## src/rtl/irq_ctrl_if.sv

```systemverilog
// Signal bundle between the interrupt controller and the pipeline (hazard unit / PC mux).
// The pipeline side is the master; the controller is the slave.
interface irq_ctrl_if #(
  parameter int unsigned NUM_IRQ = 8,
  parameter int unsigned XLEN    = 32
);
  logic [NUM_IRQ-1:0] irq_src;
  logic [NUM_IRQ-1:0] irq_en;
  logic               global_ie;
  logic               interrupt_taken;
  logic [XLEN-1:0]    epc_in;
  logic               mret_wb;

  logic               interrupt_req;
  logic [XLEN-1:0]    irq_vector;
  logic [4:0]         irq_cause;
  logic [XLEN-1:0]    mepc;
  logic               in_handler;
  logic               mret_taken;

  modport master (
    output irq_src, irq_en, global_ie, interrupt_taken, epc_in, mret_wb,
    input  interrupt_req, irq_vector, irq_cause, mepc, in_handler, mret_taken
  );

  modport slave (
    input  irq_src, irq_en, global_ie, interrupt_taken, epc_in, mret_wb,
    output interrupt_req, irq_vector, irq_cause, mepc, in_handler, mret_taken
  );
endinterface

```

## src/rtl/irq_ctrl.sv

```systemverilog
// Edge-triggered, fixed-priority, non-nesting interrupt controller with trap vector,
// cause and mepc tracking, plus MRET gating for the hazard unit.
module irq_ctrl #(
  parameter int unsigned     NUM_IRQ    = 8,
  parameter int unsigned     XLEN       = 32,
  parameter logic [XLEN-1:0] MTVEC_BASE = 32'h0000_1000,
  parameter int unsigned     VEC_STRIDE = 4
) (
  input logic       clk,
  input logic       rstn,
  irq_ctrl_if.slave bus
);

  typedef enum logic [1:0] {StIdle, StReq, StHandler} state_e;

  state_e             state_q, state_d;
  logic [NUM_IRQ-1:0] src_q;
  logic [NUM_IRQ-1:0] pend_q, pend_d;
  logic [4:0]         cause_q, cause_d;
  logic [XLEN-1:0]    mepc_q, mepc_d;

  logic [NUM_IRQ-1:0] rise;
  logic [NUM_IRQ-1:0] elig;
  logic [NUM_IRQ-1:0] cause_oh;
  logic [4:0]         elig_idx;
  logic               elig_any;
  logic               cause_en;
  logic               accept;
  logic               mret_ok;

  assign rise     = bus.irq_src & ~src_q;
  assign elig     = pend_q & bus.irq_en;
  assign elig_any = |elig;
  assign cause_oh = NUM_IRQ'(1) << cause_q;
  assign cause_en = |(bus.irq_en & cause_oh);

  // Scan downwards so the lowest eligible index is the last one written.
  always_comb begin
    elig_idx = '0;
    for (int i = NUM_IRQ - 1; i >= 0; i--) begin
      if (elig[i]) begin
        elig_idx = 5'(i);
      end
    end
  end

  always_comb begin
    state_d = state_q;
    cause_d = cause_q;
    mepc_d  = mepc_q;
    accept  = 1'b0;
    mret_ok = 1'b0;
    unique case (state_q)
      StIdle: begin
        if (bus.global_ie && elig_any) begin
          state_d = StReq;
          cause_d = elig_idx;
        end
      end
      StReq: begin
        // Accept takes precedence over a simultaneous withdraw.
        if (bus.interrupt_taken) begin
          accept  = 1'b1;
          mepc_d  = bus.epc_in;
          state_d = StHandler;
        end else if (!bus.global_ie || !cause_en) begin
          state_d = StIdle;
        end
      end
      StHandler: begin
        if (bus.mret_wb) begin
          mret_ok = 1'b1;
          state_d = StIdle;
        end
      end
      default: state_d = StIdle;
    endcase
  end

  // A fresh edge on the bit being cleared survives the accept.
  always_comb begin
    pend_d = pend_q;
    if (accept) begin
      pend_d = pend_q & ~cause_oh;
    end
    pend_d = pend_d | rise;
  end

  always_ff @(posedge clk or negedge rstn) begin
    if (!rstn) begin
      state_q <= StIdle;
      src_q   <= '0;
      pend_q  <= '0;
      cause_q <= '0;
      mepc_q  <= '0;
    end else begin
      state_q <= state_d;
      src_q   <= bus.irq_src;
      pend_q  <= pend_d;
      cause_q <= cause_d;
      mepc_q  <= mepc_d;
    end
  end

  assign bus.interrupt_req = (state_q == StReq);
  assign bus.in_handler    = (state_q == StHandler);
  assign bus.irq_cause     = cause_q;
  assign bus.mepc          = mepc_q;
  assign bus.mret_taken    = mret_ok;
  assign bus.irq_vector    = MTVEC_BASE + XLEN'(cause_q) * XLEN'(VEC_STRIDE);

endmodule

```

## src/flat_wrapper.sv

```systemverilog
// flat-port wrapper written by rule: the top's interface ports become plain ports
module irq_ctrl_flat 
#(
  parameter int unsigned     NUM_IRQ    = 8,
  parameter int unsigned     XLEN       = 32,
  parameter logic [XLEN-1:0] MTVEC_BASE = 32'h0000_1000,
  parameter int unsigned     VEC_STRIDE = 4
)
  (clk, rstn, bus_irq_src, bus_irq_en, bus_global_ie, bus_interrupt_taken, bus_epc_in, bus_mret_wb, bus_interrupt_req, bus_irq_vector, bus_irq_cause, bus_mepc, bus_in_handler, bus_mret_taken);
  irq_ctrl_if #(.NUM_IRQ(NUM_IRQ), .XLEN(XLEN)) bus_i ();
  input logic clk;
  input logic rstn;
  input wire logic [$bits(bus_i.irq_src)-1:0] bus_irq_src;
  input wire logic [$bits(bus_i.irq_en)-1:0] bus_irq_en;
  input wire logic [$bits(bus_i.global_ie)-1:0] bus_global_ie;
  input wire logic [$bits(bus_i.interrupt_taken)-1:0] bus_interrupt_taken;
  input wire logic [$bits(bus_i.epc_in)-1:0] bus_epc_in;
  input wire logic [$bits(bus_i.mret_wb)-1:0] bus_mret_wb;
  output wire logic [$bits(bus_i.interrupt_req)-1:0] bus_interrupt_req;
  output wire logic [$bits(bus_i.irq_vector)-1:0] bus_irq_vector;
  output wire logic [$bits(bus_i.irq_cause)-1:0] bus_irq_cause;
  output wire logic [$bits(bus_i.mepc)-1:0] bus_mepc;
  output wire logic [$bits(bus_i.in_handler)-1:0] bus_in_handler;
  output wire logic [$bits(bus_i.mret_taken)-1:0] bus_mret_taken;
  assign bus_i.irq_src = bus_irq_src;
  assign bus_i.irq_en = bus_irq_en;
  assign bus_i.global_ie = bus_global_ie;
  assign bus_i.interrupt_taken = bus_interrupt_taken;
  assign bus_i.epc_in = bus_epc_in;
  assign bus_i.mret_wb = bus_mret_wb;
  assign bus_interrupt_req = bus_i.interrupt_req;
  assign bus_irq_vector = bus_i.irq_vector;
  assign bus_irq_cause = bus_i.irq_cause;
  assign bus_mepc = bus_i.mepc;
  assign bus_in_handler = bus_i.in_handler;
  assign bus_mret_taken = bus_i.mret_taken;
  irq_ctrl #(.NUM_IRQ(NUM_IRQ), .XLEN(XLEN), .MTVEC_BASE(MTVEC_BASE), .VEC_STRIDE(VEC_STRIDE)) u_core (.clk(clk), .rstn(rstn), .bus(bus_i));
endmodule
```

## config.mk

```make
export PLATFORM = sky130hd
export DESIGN_NAME = irq_ctrl_flat
export DESIGN_NICKNAME = d
export VERILOG_FILES = /design/src/rtl/irq_ctrl_if.sv /design/src/rtl/irq_ctrl.sv /design/src/flat_wrapper.sv
export SDC_FILE = /design/constraint.sdc
export NUM_CORES = 1
export LEC_CHECK = 0
export CORE_ASPECT_RATIO = 1.75
export CORE_MARGIN = 2
export CORE_UTILIZATION = 39
export CTS_CLUSTER_DIAMETER = 120
export DETAILED_ROUTE_END_ITERATION = 10
export PLACE_DENSITY = 0.76
export REMOVE_ABC_BUFFERS = 1
export SLEW_MARGIN = 20
export SYNTH_ARGS = -nofsm -noshare
export SYNTH_HDL_FRONTEND = slang
export SYNTH_SLANG_ARGS = --single-unit
```

## constraint.sdc

```tcl
create_clock -name clk -period 1.8 [get_ports clk]
set_clock_uncertainty 0.1 [all_clocks]
set_input_delay 0.18 -clock clk [delete_from_list [all_inputs] [get_ports clk]]
set_output_delay 0.18 -clock clk [all_outputs]
set_load 0.02 [all_outputs]
```

# [After elaboration in Yosys (flattened, before gate mapping)]
# Cells that the tools add are included.
[word_totals] n_memories=0 regBits=55 output_inout_bits=72 mem_bits_rw=0 rom_bits=0 word_cells=47 in_bits=53 latchBits=0
[classes] n_bitwise=7 mul=0 n_div=0 n_reduce_logical=10 mux=18 add_sub_neg=1 n_lt_le_gt_ge=0 n_shift=1 n_eq_ne=5
[ops] op="$mux 5" n=7
[ops] op="$and 8x8->8" n=4
[ops] op="$not 8->8" n=2
[ops] op="$reduce_or 8->1" n=2
[ops] op="$add 13x7->14 const A" n=1
[ops] op="$mux 2" n=4
[ops] op="$mux 8" n=1
[ops] op="$or 8x8->8" n=1
[ops] op="$shl 1x5->8 const A" n=1
[ops] op="$pmux 2 s3" n=1
[ops] op="$mux 1" n=4
[ops] op="$reduce_and 2->1" n=2
[ops] op="$mux 3" n=1
[ops] op="$ne 3x2->1 const B" n=1
[ops] op="$reduce_and 3->1" n=1
[ops] op="$eq 2x1->1 const B" n=1
[ops] op="$eq 2x2->1 const B" n=1
[ops] op="$logic_not 1->1" n=2
[ops] op="$logic_not 2->1" n=1
[ops] op="$ne 2x1->1 const B" n=1
[ops] op="$ne 2x2->1 const B" n=1
[ops] op="$logic_and 1x1->1" n=1
[ops] op="$logic_or 1x1->1" n=1

# [Logic depth before layout (Yosys ltp)]
# Gate-level depths: netlist of the first run.
[logic_depth] word_depth=9 depth_mapped=4

# [Worst setup path before layout of the first run]
# No wires, ideal clock.
[synth_timing] kind="flip-flop to flip-flop" start="register u_core.cause_q[0], in the netlist u_core.bus.irq_cause[0]" end="register u_core.state_q[0]" setup_ps=136 t_arrival_ps=1282 period_less_slack_ps=1517 setup_slack_ps=283 path_stages_with_launch=5 t_required_ps=1564 cell_sequence="dfrtp_1 > buf_6 > mux4_2 > nor2b_1 > o41ai_1"
[synth_via] elab_chain_len=7
[synth_lines] element="start: declaration" line="irq_ctrl.sv:19" text="logic [4:0] cause_q, cause_d;"
[synth_lines] element="start signal: assignment" line="irq_ctrl.sv:100" text="cause_q <= cause_d;"
[synth_lines] element="$shl 1x5->8" line="irq_ctrl.sv:34" text="assign cause_oh = NUM_IRQ'(1) << cause_q;"
[synth_lines] element="$and 8x8->8" line="irq_ctrl.sv:35" text="assign cause_en = |(bus.irq_en & cause_oh);"
[synth_lines] element="$reduce_or 8->1" line="irq_ctrl.sv:35"
[synth_lines] element="$logic_not 1->1" line="irq_ctrl.sv:66" text="end else if (!bus.global_ie || !cause_en) begin"
[synth_lines] element="$logic_or 1x1->1" line="irq_ctrl.sv:66"
[synth_lines] element="$ne 3x2->1 (no source line)"
[synth_lines] element="$reduce_and 3->1 (no source line)"
[synth_lines] element="end signal: assignment" line="irq_ctrl.sv:91" text="state_q <= StIdle;"
[synth_lines] element="end signal: assignment" line="irq_ctrl.sv:97" text="state_q <= state_d;"
[synth_lines] element="end: declaration" line="irq_ctrl.sv:16" text="state_e state_q, state_d;"
# No other way between the ends.
# A chain may end at the register's enable or synchronous reset.

# [Worst setup path in the final report of the first run]
[layout_timing] start="register u_core.cause_q[1], in the netlist u_core.bus.irq_cause[1]" end="output bus_irq_vector[3]"
[layout_via] elab_chain_len=1
[layout_lines] element="$add 13x7->14" line="irq_ctrl.sv:110" text="assign bus.irq_vector = MTVEC_BASE + XLEN'(cause_q) * XLEN'(VEC_STRIDE);"
[layout_lines] element="end: declaration" line="flat_wrapper.sv:20" text="output wire logic [$bits(bus_i.irq_vector)-1:0] bus_irq_vector;"
# No other way between the ends.

==> metrics.md, run 1 <==
| Metric | Value |
|---|---|
| # diodes | `0` |
| Detailed Routing Iterations Pass 1 | `4` |
| Ys flop type | `dfrtp_1` |
| Setup crit start kind | `register` |
| Distinct cells, synth | `29` |
| Simple-gate area share of the yosys netlist | `0.0563` |
| Crit-path cells | `clkdlybuf4s50_1` |
| Async SR Flop Fraction | `1.00` |
| Synth Area in XOR/XNOR | `0` |
| Fillers | `537` |
| Fin crit period | `1720 ps` |
| Synthesis-to-finish area growth | `43.5%` |
| DRT antenna net count | `0` |
| Starting Density | `0.405` |
| Post-synth EDFFs | `0` |
| Total grt overflow | `0` |
| Compound-Gate Fraction of Synth Area | `0.0839` |
| Crit Reg-Reg Startpoint | `u_core.pend_q[2]` |
| Area share of the largest cell type after synthesis | `0.553` |
| Num rows | `37` |
| Worst Path Buf+Inv | `1` |
| Hold slack final | `235 ps` |
| WP data required | `1520 ps` |
| Area contributors post-synth | `dfrtp_1, mux2_2, buf_4` |
| Crit path to | `bus_irq_vector[3]` |
| Tot Pwr | `0.00520 W` |
| Period utilisation layout | `0.955` |
| Max-Cap Viols | `0` |
| Die height | `108 um` |
| Placed cell count | `365` |
| Top cells by count, synth | `dfrtp_1, buf_4, mux2_2` |
| Drt wl/cell | `13.7 um` |
| CP Depth | `1` |
| Max Fanout on Critical Path | `8` |
| Post-Synth Adder-Cell Area | `0` |
| Leakage | `1.52 nW` |
| Vias in the first global route | `1823` |
| Crit path launch | `u_core.bus.irq_cause[1]` |
| Multiplexer share of the synthesized area | `0.169` |
| RR Endpoint | `u_core.bus.irq_cause[0]` |
| Final RePlAce weighted congestion | `0.845` |
| RSZ-0062 raised after global routing | `no` |
| Setup Viol. Count Final | `0` |
| Vias | `1710` |
| # port buffers | `93` |
| Later-pin clock latency in the skew report | `300 ps` |
| Detailed placer's ending HPWL | `4000 um` |
| Final Hold Viols | `0` |
| Slowest cell delay on critical path | `660 ps` |
| Crit path kind | `reg -> out` |
| VDD IR max | `985 uV` |
| Share of post-route cells with drive strength above 1 | `0.196` |
| Power Density | `1510 nW/um^2` |
| Post-Syn Area per Cell | `12.5 sq um` |
| Drt drc | `0` |
| HP Class | `in -> reg` |
| Arrival time at the worst endpoint | `1440 ps` |
| First-pass GRT wire length | `8440 um` |
| Place WS | `-25.4 ps` |
| Largest family of logic cells by synthesized area | `multiplexers` |
| Die area | `6820 sq um` |
| Register area share after synthesis | `0.553` |
| Clock sinks | `53` |
| Cell taking the most area after synthesis | `dfrtp_1` |
| Cells after synthesis | `192` |
| Sum of negative setup slack | `0 ps` |
| Critical path's top delay family | `buffers and inverters` |
| CTS Buf Count | `5` |
| Initial antenna violation count | `0` |
| Via density | `4.57` |
| Area of the core | `5930 sq um` |
| Die width | `63.3 um` |
| Total GRT Usage | `0.158` |
| Status | `completed` |
| Max Slew Vio Count | `0` |
| CP endpoint kind | `output pin` |
| Yosys warns | `0` |
| Top-count cell post-synth | `dfrtp_1` |
| Root Driver | `clkbuf_8` |
| NumNets Final | `348` |
| Final WS setup | `80.2 ps` |
| Fin cells | `374` |
| Synth Register Bits | `53` |
| Initial DRC Count | `54` |
| CP max-delay cell | `clkdlybuf4s50_1` |
| WL final | `5110 um` |
| Io pins | `125` |
| CTS tree | `done` |
| Max Buffers Root-to-Sink | `2` |
| H-tree lvl count | `2` |
| CTS clk-pin slew, worst paths | `90 ps` |
| Largest net degree at the start of global routing | `54` |
| Reg2Reg Depth | `4` |
| Max frequency | `581 MHz` |
| Worst reg2reg setup slack | `210 ps` |
| Netlist Area Pre-Place | `2400 sq um` |
==> final cells by class <==
class,count,area [sq um],share of cell area
clock buffer,6,72.6,0.0211
inverter,10,37.5,0.0109
sequential,53,1330,0.386
timing repair buffer,106,1030,0.301
tap,78,97.6,0.0283
clock inverter,2,15.0,0.00436
multi-input combinational,119,858,0.249
==> worst min-delay path by stage <==
stage	slack [ps]	endpoint	cells past startpoint	startpoint
3_5_place_dp	90	u_core.bus.mepc[24]	2	rstn
2_1_floorplan	-220	u_core.bus.irq_cause[0]	0	rstn
4_1_cts	220	u_core.src_q[2]	1	bus_irq_src[2]
6_report	230	u_core.src_q[5]	1	bus_irq_src[5]
3_3_place_gp	90	u_core.bus.mepc[24]	2	rstn
5_1_grt	210	u_core.src_q[2]	1	bus_irq_src[2]
==> layout by cell type (no fill, tap or decap), types with 2 or more instances in the layout <==
cell and count:
o31ai_1 2, a32oi_1 2, clkbuf_8 5, nand2b_1 2, clkdlybuf4s50_1 86, o21ai_0 17, and2b_1 2, nand2_1 6
mux2_2 34, conb_1 31, buf_4 11, a22oi_1 4, a21oi_1 4, dlygate4sd2_1 5, and2_1 2, dfrtp_1 52
inv_1 10, clkinvlp_4 2
==> state kept, by name, summed over array words and instances, names as in the netlist <==
name / cells
u_core.bus.mepc: 32
u_core.pend_q: 8
u_core.src_q: 8
u_core.bus.irq_cause: 3
u_core.state_q: 2
==> power by group <==
part,switching [W],internal (W),total [W]
clock,0.000383,0.000275,0.000657
combinational,0.00121,0.00138,0.00259
sequential,0.000298,0.00165,0.00195
==> per-stage QoR <==
| stage | area, sq um | utilization |
|---|---|---|
| floorplan | 2220 | - |
| global placement | 3350 | 0.565 |
| detailed placement | 3350 | 0.565 |
| CTS | 3440 | 0.581 |
| global route | 3440 | 0.581 |
| finish | 3440 | 0.581 |
==> metal layers <==
layer  global-route usage  routed length, um
met1                0.162               1700
met2                0.293               2830
met3               0.0460                446
met4               0.0714                134
met5                    0                  0
==> cell families after synthesis <==
logic type             count (synthesis)
flip-flops                            53
buffers and inverters                 49
multiplexers                          35
AO/OA/AOI/OAI                         33
AND/OR/NAND/NOR                       20
other                                  2
==> repair_timing <==
| action | in CTS | in global routing |
|---|---|---|
| endpoints found under the setup margin | 7 | 1 |
| gates resized for setup | 6 | 1 |
| endpoints found under the hold margin | 53 | 0 |
| hold buffers | 1 | 0 |
| gates cloned | 0 | 0 |
| buffers inserted | 0 | 0 |
(Power assumes the default switching activity.)
==> inputs of run 2 (changes only) <==
CTS_CLUSTER_SIZE = 8   (was unset)
==> results of run 2 <==
Final layout, timing and power as in run 1 (identical DEF).
